`src/rtl/pipeline_hazard_ctrl_pkg.sv`:
```
// Shared types and constants for the pipeline hazard controller.
// Optional perf counters are enabled with HAZ_PERF_CNT_EN.
package pipeline_hazard_ctrl_pkg;

  typedef enum logic [1:0] {
    RUN,
    REDIRECT,
    DRAIN,
    HALTED
  } state_e;

  localparam logic [1:0] FWD_REG = 2'b00;
  localparam logic [1:0] FWD_W   = 2'b01;
  localparam logic [1:0] FWD_M   = 2'b10;

  localparam logic [1:0] RESULT_LOAD = 2'b01;

endpackage

```
`src/rtl/hazard_fwd_unit.sv`:
```
// Combinational operand forwarding and ALU-use / load-use detection
// for the instruction sitting in Execute1.
module hazard_fwd_unit
  import pipeline_hazard_ctrl_pkg::*;
(
  input  logic [4:0] rs1_e1_i,
  input  logic [4:0] rs2_e1_i,
  input  logic [4:0] rd_e2_i,
  input  logic [4:0] rd_m_i,
  input  logic [4:0] rd_w_i,
  input  logic       reg_write_e2_i,
  input  logic       reg_write_m_i,
  input  logic       reg_write_w_i,
  input  logic [1:0] result_src_m_i,
  input  logic       valid_e2_i,
  input  logic       valid_m_i,
  input  logic       valid_w_i,
  output logic [1:0] fwd_a_o,
  output logic [1:0] fwd_b_o,
  output logic       alu_use_o,
  output logic       load_use_o
);

  logic m_ok;
  logic w_ok;
  logic e2_ok;
  logic ld_ok;

  assign m_ok = reg_write_m_i && valid_m_i
             && (rd_m_i != 5'd0)
             && (result_src_m_i != RESULT_LOAD);
  assign w_ok = reg_write_w_i && valid_w_i
             && (rd_w_i != 5'd0);
  assign e2_ok = valid_e2_i && reg_write_e2_i
              && (rd_e2_i != 5'd0);
  assign ld_ok = valid_m_i
              && (result_src_m_i == RESULT_LOAD)
              && (rd_m_i != 5'd0);

  // Nonzero rd implies a nonzero matching source register.
  always_comb begin
    fwd_a_o = FWD_REG;
    if (m_ok && rd_m_i == rs1_e1_i)
      fwd_a_o = FWD_M;
    else if (w_ok && rd_w_i == rs1_e1_i)
      fwd_a_o = FWD_W;
  end

  always_comb begin
    fwd_b_o = FWD_REG;
    if (m_ok && rd_m_i == rs2_e1_i)
      fwd_b_o = FWD_M;
    else if (w_ok && rd_w_i == rs2_e1_i)
      fwd_b_o = FWD_W;
  end

  assign alu_use_o = e2_ok
    && (rd_e2_i == rs1_e1_i
     || rd_e2_i == rs2_e1_i);
  assign load_use_o = ld_ok
    && (rd_m_i == rs1_e1_i
     || rd_m_i == rs2_e1_i);

endmodule

```
`src/rtl/pipeline_hazard_ctrl.sv`:
```
// Pipeline stall/flush/forward control with debug halt drain FSM.
// Define HAZ_PERF_CNT_EN to add stall_cnt / flush_cnt counters.
module pipeline_hazard_ctrl
  import pipeline_hazard_ctrl_pkg::*;
(
  input  logic        clk,
  input  logic        rst,
  input  logic [4:0]  Rs1D,
  input  logic [4:0]  Rs2D,
  input  logic [4:0]  Rs1E1,
  input  logic [4:0]  Rs2E1,
  input  logic [4:0]  RdE1,
  input  logic [4:0]  RdE2,
  input  logic [4:0]  RdM,
  input  logic [4:0]  RdW,
  input  logic        RegWriteE1,
  input  logic        RegWriteE2,
  input  logic        RegWriteM,
  input  logic        RegWriteW,
  input  logic [1:0]  ResultSrcE2,
  input  logic [1:0]  ResultSrcM,
  input  logic        ValidD,
  input  logic        ValidE1,
  input  logic        ValidE2,
  input  logic        ValidM,
  input  logic        ValidW,
  input  logic        PCSrcE2,
  input  logic        halt_req,
  output logic        StallF,
  output logic        StallD,
  output logic        StallE1,
  output logic        FlushD,
  output logic        FlushE1,
  output logic        FlushE2,
  output logic [1:0]  ForwardA,
  output logic [1:0]  ForwardB,
  output logic        halt_ack
`ifdef HAZ_PERF_CNT_EN
  ,
  output logic [31:0] stall_cnt,
  output logic [31:0] flush_cnt
`endif
);

  state_e     state_q;
  state_e     state_d;
  logic [1:0] fwd_a;
  logic [1:0] fwd_b;
  logic       alu_use;
  logic       load_use;
  logic       taken;
  logic       hz;
  logic       idle;
  logic       unused_in;

  assign unused_in = ^{Rs1D, Rs2D, RdE1,
                       RegWriteE1, ResultSrcE2};

  hazard_fwd_unit u_hfu (
    .rs1_e1_i       (Rs1E1),
    .rs2_e1_i       (Rs2E1),
    .rd_e2_i        (RdE2),
    .rd_m_i         (RdM),
    .rd_w_i         (RdW),
    .reg_write_e2_i (RegWriteE2),
    .reg_write_m_i  (RegWriteM),
    .reg_write_w_i  (RegWriteW),
    .result_src_m_i (ResultSrcM),
    .valid_e2_i     (ValidE2),
    .valid_m_i      (ValidM),
    .valid_w_i      (ValidW),
    .fwd_a_o        (fwd_a),
    .fwd_b_o        (fwd_b),
    .alu_use_o      (alu_use),
    .load_use_o     (load_use)
  );

  assign taken = PCSrcE2 && ValidE2
              && (state_q != HALTED);
  // E1 holds a bubble right after a redirect.
  assign hz = (alu_use || load_use)
           && (state_q == RUN || state_q == DRAIN);
  assign idle = ~|{ValidD, ValidE1, ValidE2,
                   ValidM, ValidW};

  always_comb begin
    state_d = state_q;
    unique case (state_q)
      RUN: begin
        if (halt_req)   state_d = DRAIN;
        else if (taken) state_d = REDIRECT;
      end
      REDIRECT: state_d = halt_req ? DRAIN : RUN;
      DRAIN: begin
        if (!halt_req)  state_d = RUN;
        else if (idle)  state_d = HALTED;
      end
      HALTED: if (!halt_req) state_d = RUN;
    endcase
  end

  always_ff @(posedge clk) begin
    if (rst) state_q <= RUN;
    else     state_q <= state_d;
  end

  always_comb begin
    StallF   = 1'b0;
    StallD   = 1'b0;
    StallE1  = 1'b0;
    FlushD   = 1'b0;
    FlushE1  = 1'b0;
    FlushE2  = 1'b0;
    ForwardA = FWD_REG;
    ForwardB = FWD_REG;
    halt_ack = 1'b0;
    if (!rst) begin
      ForwardA = fwd_a;
      ForwardB = fwd_b;
      if (taken) begin
        FlushD  = 1'b1;
        FlushE1 = 1'b1;
      end else if (hz) begin
        StallF  = 1'b1;
        StallD  = 1'b1;
        StallE1 = 1'b1;
        FlushE2 = 1'b1;
      end
      if (state_q == DRAIN || state_q == HALTED) begin
        StallF = 1'b1;
        FlushD = 1'b1;
      end
      halt_ack = (state_q == HALTED);
    end
  end

`ifdef HAZ_PERF_CNT_EN
  logic [31:0] stall_cnt_q;
  logic [31:0] flush_cnt_q;
  logic [31:0] stall_cnt_d;
  logic [31:0] flush_cnt_d;

  always_comb begin
    stall_cnt_d = stall_cnt_q;
    flush_cnt_d = flush_cnt_q;
    if (StallF && state_q == RUN
        && stall_cnt_q != 32'hFFFF_FFFF)
      stall_cnt_d = stall_cnt_q + 32'd1;
    if (FlushE1
        && flush_cnt_q != 32'hFFFF_FFFF)
      flush_cnt_d = flush_cnt_q + 32'd1;
  end

  always_ff @(posedge clk) begin
    if (rst) begin
      stall_cnt_q <= '0;
      flush_cnt_q <= '0;
    end else begin
      stall_cnt_q <= stall_cnt_d;
      flush_cnt_q <= flush_cnt_d;
    end
  end

  assign stall_cnt = rst ? 32'd0 : stall_cnt_q;
  assign flush_cnt = rst ? 32'd0 : flush_cnt_q;
`endif

endmodule

```
`config.mk`:
```
export PLATFORM = sky130hd
export DESIGN_NAME = pipeline_hazard_ctrl
export DESIGN_NICKNAME = d
export VERILOG_FILES = /design/src/rtl/pipeline_hazard_ctrl_pkg.sv /design/src/rtl/hazard_fwd_unit.sv /design/src/rtl/pipeline_hazard_ctrl.sv
export SDC_FILE = /design/constraint.sdc
export NUM_CORES = 1
export LEC_CHECK = 0
export CAP_MARGIN = 0
export CORE_UTILIZATION = 27
export CTS_CLUSTER_DIAMETER = 150
export DETAILED_ROUTE_END_ITERATION = 7
export GPL_TIMING_DRIVEN = 1
export PLACE_DENSITY_LB_ADDON = 0.15
export SLEW_MARGIN = 15
export SYNTH_ARGS = -nofsm -noshare
export SYNTH_HDL_FRONTEND = slang
export SYNTH_SLANG_ARGS = --single-unit
```
`constraint.sdc`:
```
create_clock -name clk -period 1.57 [get_ports clk]
set_input_delay 0.157 -clock clk [delete_from_list [all_inputs] [get_ports clk]]
set_output_delay 0.157 -clock clk [all_outputs]
set_load 0.05 [all_outputs]
```
==> impl_metrics.json, run 1 <==
{
  "status": "finished with violations",
  "failed_checks": "setup timing",
  "synth_top_family_by_area": "XOR/XNOR gates",
  "io_pins": 68,
  "grt_antenna_before_repair": 0,
  "leakage_nw": 0.711,
  "wl_per_cell_um": 15.6,
  "cts.path.max_buffers": 2,
  "drt_first_pass_iters": 2,
  "whs_ns": 0.393,
  "synth_area_sq_um": 607,
  "cts_buffers": 3,
  "core-area_sq_um": 2040,
  "clkSinkCount": 2,
  "hp-start": "ValidE2",
  "detail-route-antenna-nets": 0,
  "vdd_drop_max_mv": 0.189,
  "hold_buffers": 0,
  "drive_above_1_share_pct": 51.9,
  "netlist.area_leader.share_pct": 21.6,
  "synth_ff_type": "dfxtp_1",
  "synth_seq_cells": 2,
  "synth_compound_area_share_pct": 15.3,
  "fmax_ghz": 0.579,
  "maxCapViolations": 0,
  "final_core_util_pct": 79.4,
  "worstSetupPathType": "in2out",
  "hold_violations": 0,
  "crit_arrival_ns": 1.57,
  "power.density_nw_per_um2": 325,
  "viasPerCell": 5.02,
  "synthArstFlopShare_pct": 0,
  "grt_pass1_vias": 970,
  "gp_congestion": 0.872,
  "cts.htree.levels": 1,
  "yosys-top-cells-count": "xnor2_1 (15), xor2_1 (15), nor3_1 (7)",
  "synthAdderAreaFrac_pct": 0,
  "drtIter0Drc": 9,
  "syn_avg_cell_area_sq_um": 7.78,
  "synthMuxAreaShare_pct": 0,
  "regToRegStartpoint": "state_q[0]$_SDFFE_PP0P_",
  "path_clk_slew_ns": 0.03,
  "regMostFlops": "state_q",
  "initial_core_util_pct": 29.7,
  "num_antenna_cells": 0,
  "fillers": 154,
  "vias": 939,
  "reg2reg_depth": 2,
  "critPathLaunchType": "primary input",
  "drv_slew": 0,
  "ys_seq_area_share_pct": 6.60,
  "min_to": "state_q[0]$_SDFFE_PP0P_",
  "cp_data_required_time_ns": 1.41,
  "rsz0062_at_grt": "true",
  "setup_slack_ns": -0.156,
  "drcViolationCount": 0,
  "synth_nets": 135,
  "critPathMaxFanout": 3,
  "rows": 16,
  "largest_reg_flops": 2,
  "dp.cells": 179,
  "grt_pass1_wl_um": 4260,
  "r2r_end": "state_q[0]$_SDFFE_PP0P_",
  "wl_um": 2910,
  "die_h_um": 49.4,
  "synth_area_leaders": "xnor2_1 (22%), xor2_1 (22%), dfxtp_1 (6.6%)",
  "grt_max_degree": 9,
  "timing.reg2reg.setup_slack_ns": 0.43,
  "slew_headroom_pct": 81.9,
  "synthSimpleGateAreaFrac_pct": 31.1,
  "yosys_warnings": 0,
  "critPathCaptureType": "primary output",
  "overflow": 0,
  "die_area_sq_um": 2440,
  "hp-class": "in2reg",
  "reg_top3": "state_q (2)",
  "finClkSkew_ns": 0.00212,
  "yosysUniqueCellTypes": 26,
  "clock_latency_ns": 0.22,
  "cts_tree": "yes",
  "min_period_ns": 1.73,
  "cts_root_buffer": "clkbuf_4",
  "final_cells": 187,
  "synth_area_leader_cell": "xnor2_1",
  "grtUsageTotal_pct": 22.5,
  "die_w_um": 49.4,
  "synthToLayoutAreaGrowth_pct": 167,
  "final.period_utilization_pct": 110,
  "portBuffers": 49,
  "total_power_mw": 0.527,
  "synthCells": 78,
  "synth-edff-count": 0,
  "setup_viol": 8,
  "synth_xor_area_share_pct": 43.3,
  "hold_depth": 4,
  "worstMarginPinSlew_ns": 0.270,
  "place_hpwl_um": 2220,
  "nets": 219
}
## cells in the final DEF (no fill, tap or decap), drive strengths merged
| cell | instances |
|---|---|
| clkbuf | 5 |
| nand2 | 3 |
| dlymetal6s2s | 6 |
| a31oi | 1 |
| nor4 | 2 |
| clkdlybuf4s50 | 7 |
| buf | 54 |
| inv | 1 |
| o2111ai | 1 |
| a21oi | 2 |
| and4b | 1 |
| a211oi | 1 |
| nand2b | 1 |
| xor2 | 15 |
| nand3 | 3 |
| nor3b | 1 |
| dlygate4sd2 | 13 |
| o221ai | 1 |
| nor2 | 5 |
| or4 | 5 |
| nor2b | 1 |
| a2111o | 1 |
| o21ai | 3 |
| o211ai | 1 |
| nand4 | 2 |
| xnor2 | 15 |
| nor3 | 7 |
| dfxtp | 2 |
## through the flow
stage / setup TNS, ns / setup slack (ns) / area, sq um
final: -0.811 / -0.156 / 1620
after global routing: -1.06 / -0.182 / 1620
after CTS: -1.15 / -0.200 / 1550
after detailed placement: -4.26 / -0.574 / 1440
after global placement: -3.72 / -0.510 / 1440
after floorplan: -1.15 / -0.197 / 642
## worst max-delay path by stage
| stage | cells past startpoint | slack, ns | start | endpoint |
|---|---|---|---|---|
| after floorplan | 6 | -0.20 | RdM[3] | StallD |
| after global placement | 7 | -0.51 | RdM[3] | StallD |
| after detailed placement | 7 | -0.57 | RdM[3] | FlushE2 |
| after CTS | 7 | -0.20 | Rs2E1[4] | StallF |
| after global routing | 6 | -0.18 | state_q[0]$_SDFFE_PP0P_ | StallD |
| final | 7 | -0.16 | Rs2E1[4] | FlushE2 |
## metal layers
metal  wire length [um]  GRT usage, %  vias to the layer above  share of wire (%)
li1                   -             -                      451                  -
met1               1110          24.1                      446                 38
met3                140          1.87                        4                4.8
met4                 36          3.33                        0                1.2
met2               1630          47.0                       38                 56
met5                  0             0                        -                  0
## critical path, cell delays in order
cell and delay (ns):
buf_6 0.10, xor2_1 0.15, nor3_1 0.22, nand3_1 0.16, a2111o_1 0.46, o21ai_4 0.14, buf_12 0.18
## power by group
group	leakage, nW	internal (mW)	switching (mW)
clock network	0.0138	0.0842	0.0269
registers	0.0172	0.0522	0.00252
logic	0.680	0.198	0.163
total	0.711	0.335	0.192
## timing repair
item	CTS	global route
pin swaps	26	20
setup endpoints to repair	8	9
setup buffers	5	3
resized for setup	85	26
## cell type report
class	instances	area [sq um]	share of cell area, %
inverters	1	3.75	0.231
repair buffers	82	825	50.8
well taps	27	33.8	2.08
flip-flops and latches	2	43.8	2.70
clock buffers	3	22.5	1.39
multi-input cells	72	693	42.7
## cells by family (layout without fill, tap and decap cells)
| kind of cell | count (synthesis) | after routing |
|---|---|---|
| simple gates | 31 | 31 |
| xor+xnor | 30 | 30 |
| compound gates | 11 | 11 |
| buf+inv | 4 | 86 |
| flops | 2 | 2 |
Note: power is estimated with default switching activity, not from simulation.
==> run 2: changes to the inputs <==
--- a/config.mk
+++ b/config.mk
@@ -9,6 +9,7 @@
 export CORE_UTILIZATION = 27
 export CTS_CLUSTER_DIAMETER = 150
 export DETAILED_ROUTE_END_ITERATION = 7
+export GPL_ROUTABILITY_DRIVEN = 0
 export GPL_TIMING_DRIVEN = 1
 export PLACE_DENSITY_LB_ADDON = 0.15
 export SLEW_MARGIN = 15
==> run 2 against run 1 <==
The run still ends with setup timing left; sequential cell count unchanged; clock skew about the same; cell area is 0.62% lower; clock power barely moved; largest cell class unchanged; global-route usage is 2.9 points higher; setup slack worse by 0.055 ns; critical path depth unchanged; utilization shrank 0.49 points; wire length grew 5.8%; via count up 1.6%; power rose by 2.2%; first-iteration DRC count up 110%.
==> impl_metrics.json, run 2 (same netlist as run 1, synthesis figures left out) <==
{
  "status": "finished with violations",
  "failed_checks": "setup timing",
  "wl_um": 3080,
  "setup_viol": 8,
  "total_power_mw": 0.539,
  "cts_tree": "yes",
  "crit_family": "compound AO/OA/AOI/OAI gates",
  "clock_power_share_pct": 20.9,
  "synthToLayoutAreaGrowth_pct": 166,
  "final_common_cell": "buf_4",
  "dr_wl_met3_um": 179,
  "rows": 16,
  "core-area_sq_um": 2040,
  "swShare_pct": 37.6,
  "num_antenna_cells": 0,
  "cts_buffers": 3,
  "portBuffers": 49,
  "overflow": 0,
  "hp-class": "in2reg",
  "path_clk_slew_ns": 0.03,
  "power.density_nw_per_um2": 334,
  "maxCapViolations": 0,
  "grt_max_degree": 9,
  "path_cells": "buf_2 > xor2_1 > nor3_1 > nand3_1 > a2111o_1 > o21ai_4 > buf_12",
  "hold_violations": 0,
  "initial_core_util_pct": 29.7,
  "max_stage_delay_ns": 0.51,
  "drcViolationCount": 0,
  "setup-tns-final_ns": -1.20,
  "leakage_nw": 0.695,
  "p_int_mw": 0.336,
  "worstSetupPathType": "in2out",
  "detail-route-antenna-nets": 0,
  "final.period_utilization_pct": 113,
  "largest_reg_flops": 2,
  "critPathLaunchType": "primary input",
  "io_pins": 68,
  "drv_slew": 0,
  "viasPerCell": 5.10,
  "rsz0062_at_grt": "true",
  "pre_cts_ws_ns": -0.548,
  "fmax_ghz": 0.561,
  "cts.path.max_buffers": 2,
  "vdd_drop_max_mv": 0.259,
  "grt_pass1_wl_um": 4620,
  "crit_arrival_ns": 1.62,
  "reg_top3": "state_q (2)",
  "finClkSkew_ns": 0.00232,
  "grt_pass1_vias": 1025,
  "regMostFlops": "state_q",
  "clkSinkCount": 2,
  "slew_headroom_pct": 81.5,
  "routed.top_layer": "met4",
  "critPathMaxFanout": 3,
  "vias": 954,
  "grtUsageTotal_pct": 25.4,
  "critPathBufInv": 2,
  "drive_above_1_share_pct": 52.5,
  "wl_met2_um": 1750,
  "wl_per_cell_um": 16.5,
  "seqPwrFrac_pct": 10.4,
  "cts_root_buffer": "clkbuf_4",
  "crit_slowest_cell": "a2111o_1",
  "setup_slack_ns": -0.212,
  "die_w_um": 49.4,
  "min_period_ns": 1.78,
  "p_sw_mw": 0.202,
  "grt_antenna_before_repair": 0,
  "cp_data_required_time_ns": 1.41,
  "drtIter0Drc": 19,
  "die_area_sq_um": 2440,
  "place_hpwl_um": 2310,
  "nets": 219,
  "die_h_um": 49.4,
  "clock_latency_ns": 0.22,
  "critPathCaptureType": "primary output",
  "mostFrequentLayoutCells": "buf_4 (31), xor2_1 (14), xnor2_1 (13), dlygate4sd2_1 (12)",
  "wl_met1_um": 1120,
  "drt_first_pass_iters": 4,
  "worstMarginPinSlew_ns": 0.276,
  "p_comb_share_pct": 68.7,
  "cts.htree.levels": 1
}
## run 2: area by class of cell
type / instances / area, sq um
repair buffers: 82 / 811
multi-input cells: 72 / 699
fillers: 151 / 430
flip-flops and latches: 2 / 41.3
well taps: 27 / 33.8
clock buffers: 3 / 22.5
inverters: 1 / 3.75
## run 2: power by group through the flow
stage                     clock, mW  combinational [mW]  sequential [mW]
after global placement            0               0.329           0.0558
after floorplan                   0               0.118           0.0555
final                         0.112               0.370           0.0560
after global routing          0.126               0.390           0.0559
after detailed placement          0               0.337           0.0561
after CTS                     0.115               0.343           0.0557
## run 2: what timing repair did
| item | in CTS | in global routing |
|---|---|---|
| buffers inserted | 5 | 2 |
| resized for setup | 79 | 29 |
| pin swaps | 24 | 22 |
| endpoints found under the setup margin | 8 | 8 |
| hold buffers | 0 | 0 |
## run 2: tightest hold or removal path, delay by kind of cell
family | cells | cell delay, ns
AOI/OAI and AO/OA | 2 | 0.23
buffers and inverters | 1 | 0.10
and+or+nand+nor | 2 | 0.18
## run 2: final timing paths
path                                start                 endpoint  slack [ns]  depth (start not counted)
setup / recovery                   RdM[3]                  StallE1       -0.21                          7
hold / removal                     ValidW  state_q[0]$_SDFFE_PP0P_        0.49                          5
setup reg to reg  state_q[1]$_SDFFE_PP0P_  state_q[0]$_SDFFE_PP0P_        0.51                          2
hold reg to reg   state_q[1]$_SDFFE_PP0P_  state_q[0]$_SDFFE_PP0P_        0.53                          2
## run 2: stage by stage
step	hold WS [ns]	instances	util [%]	area, sq um
after floorplan	0.285	78	-	642
after global placement	0.502	179	70.5	1440
after CTS	0.487	187	75.2	1540
after detailed placement	0.530	179	70.5	1440
final	0.492	187	78.9	1610
after global routing	0.524	187	78.9	1610
## run 2: routing by layer
layer	vias to the layer above	track usage (%)
met5	-	0
met4	0	9.05
li1	445	-
met2	51	53.7
met1	452	24.3
met3	6	2.49
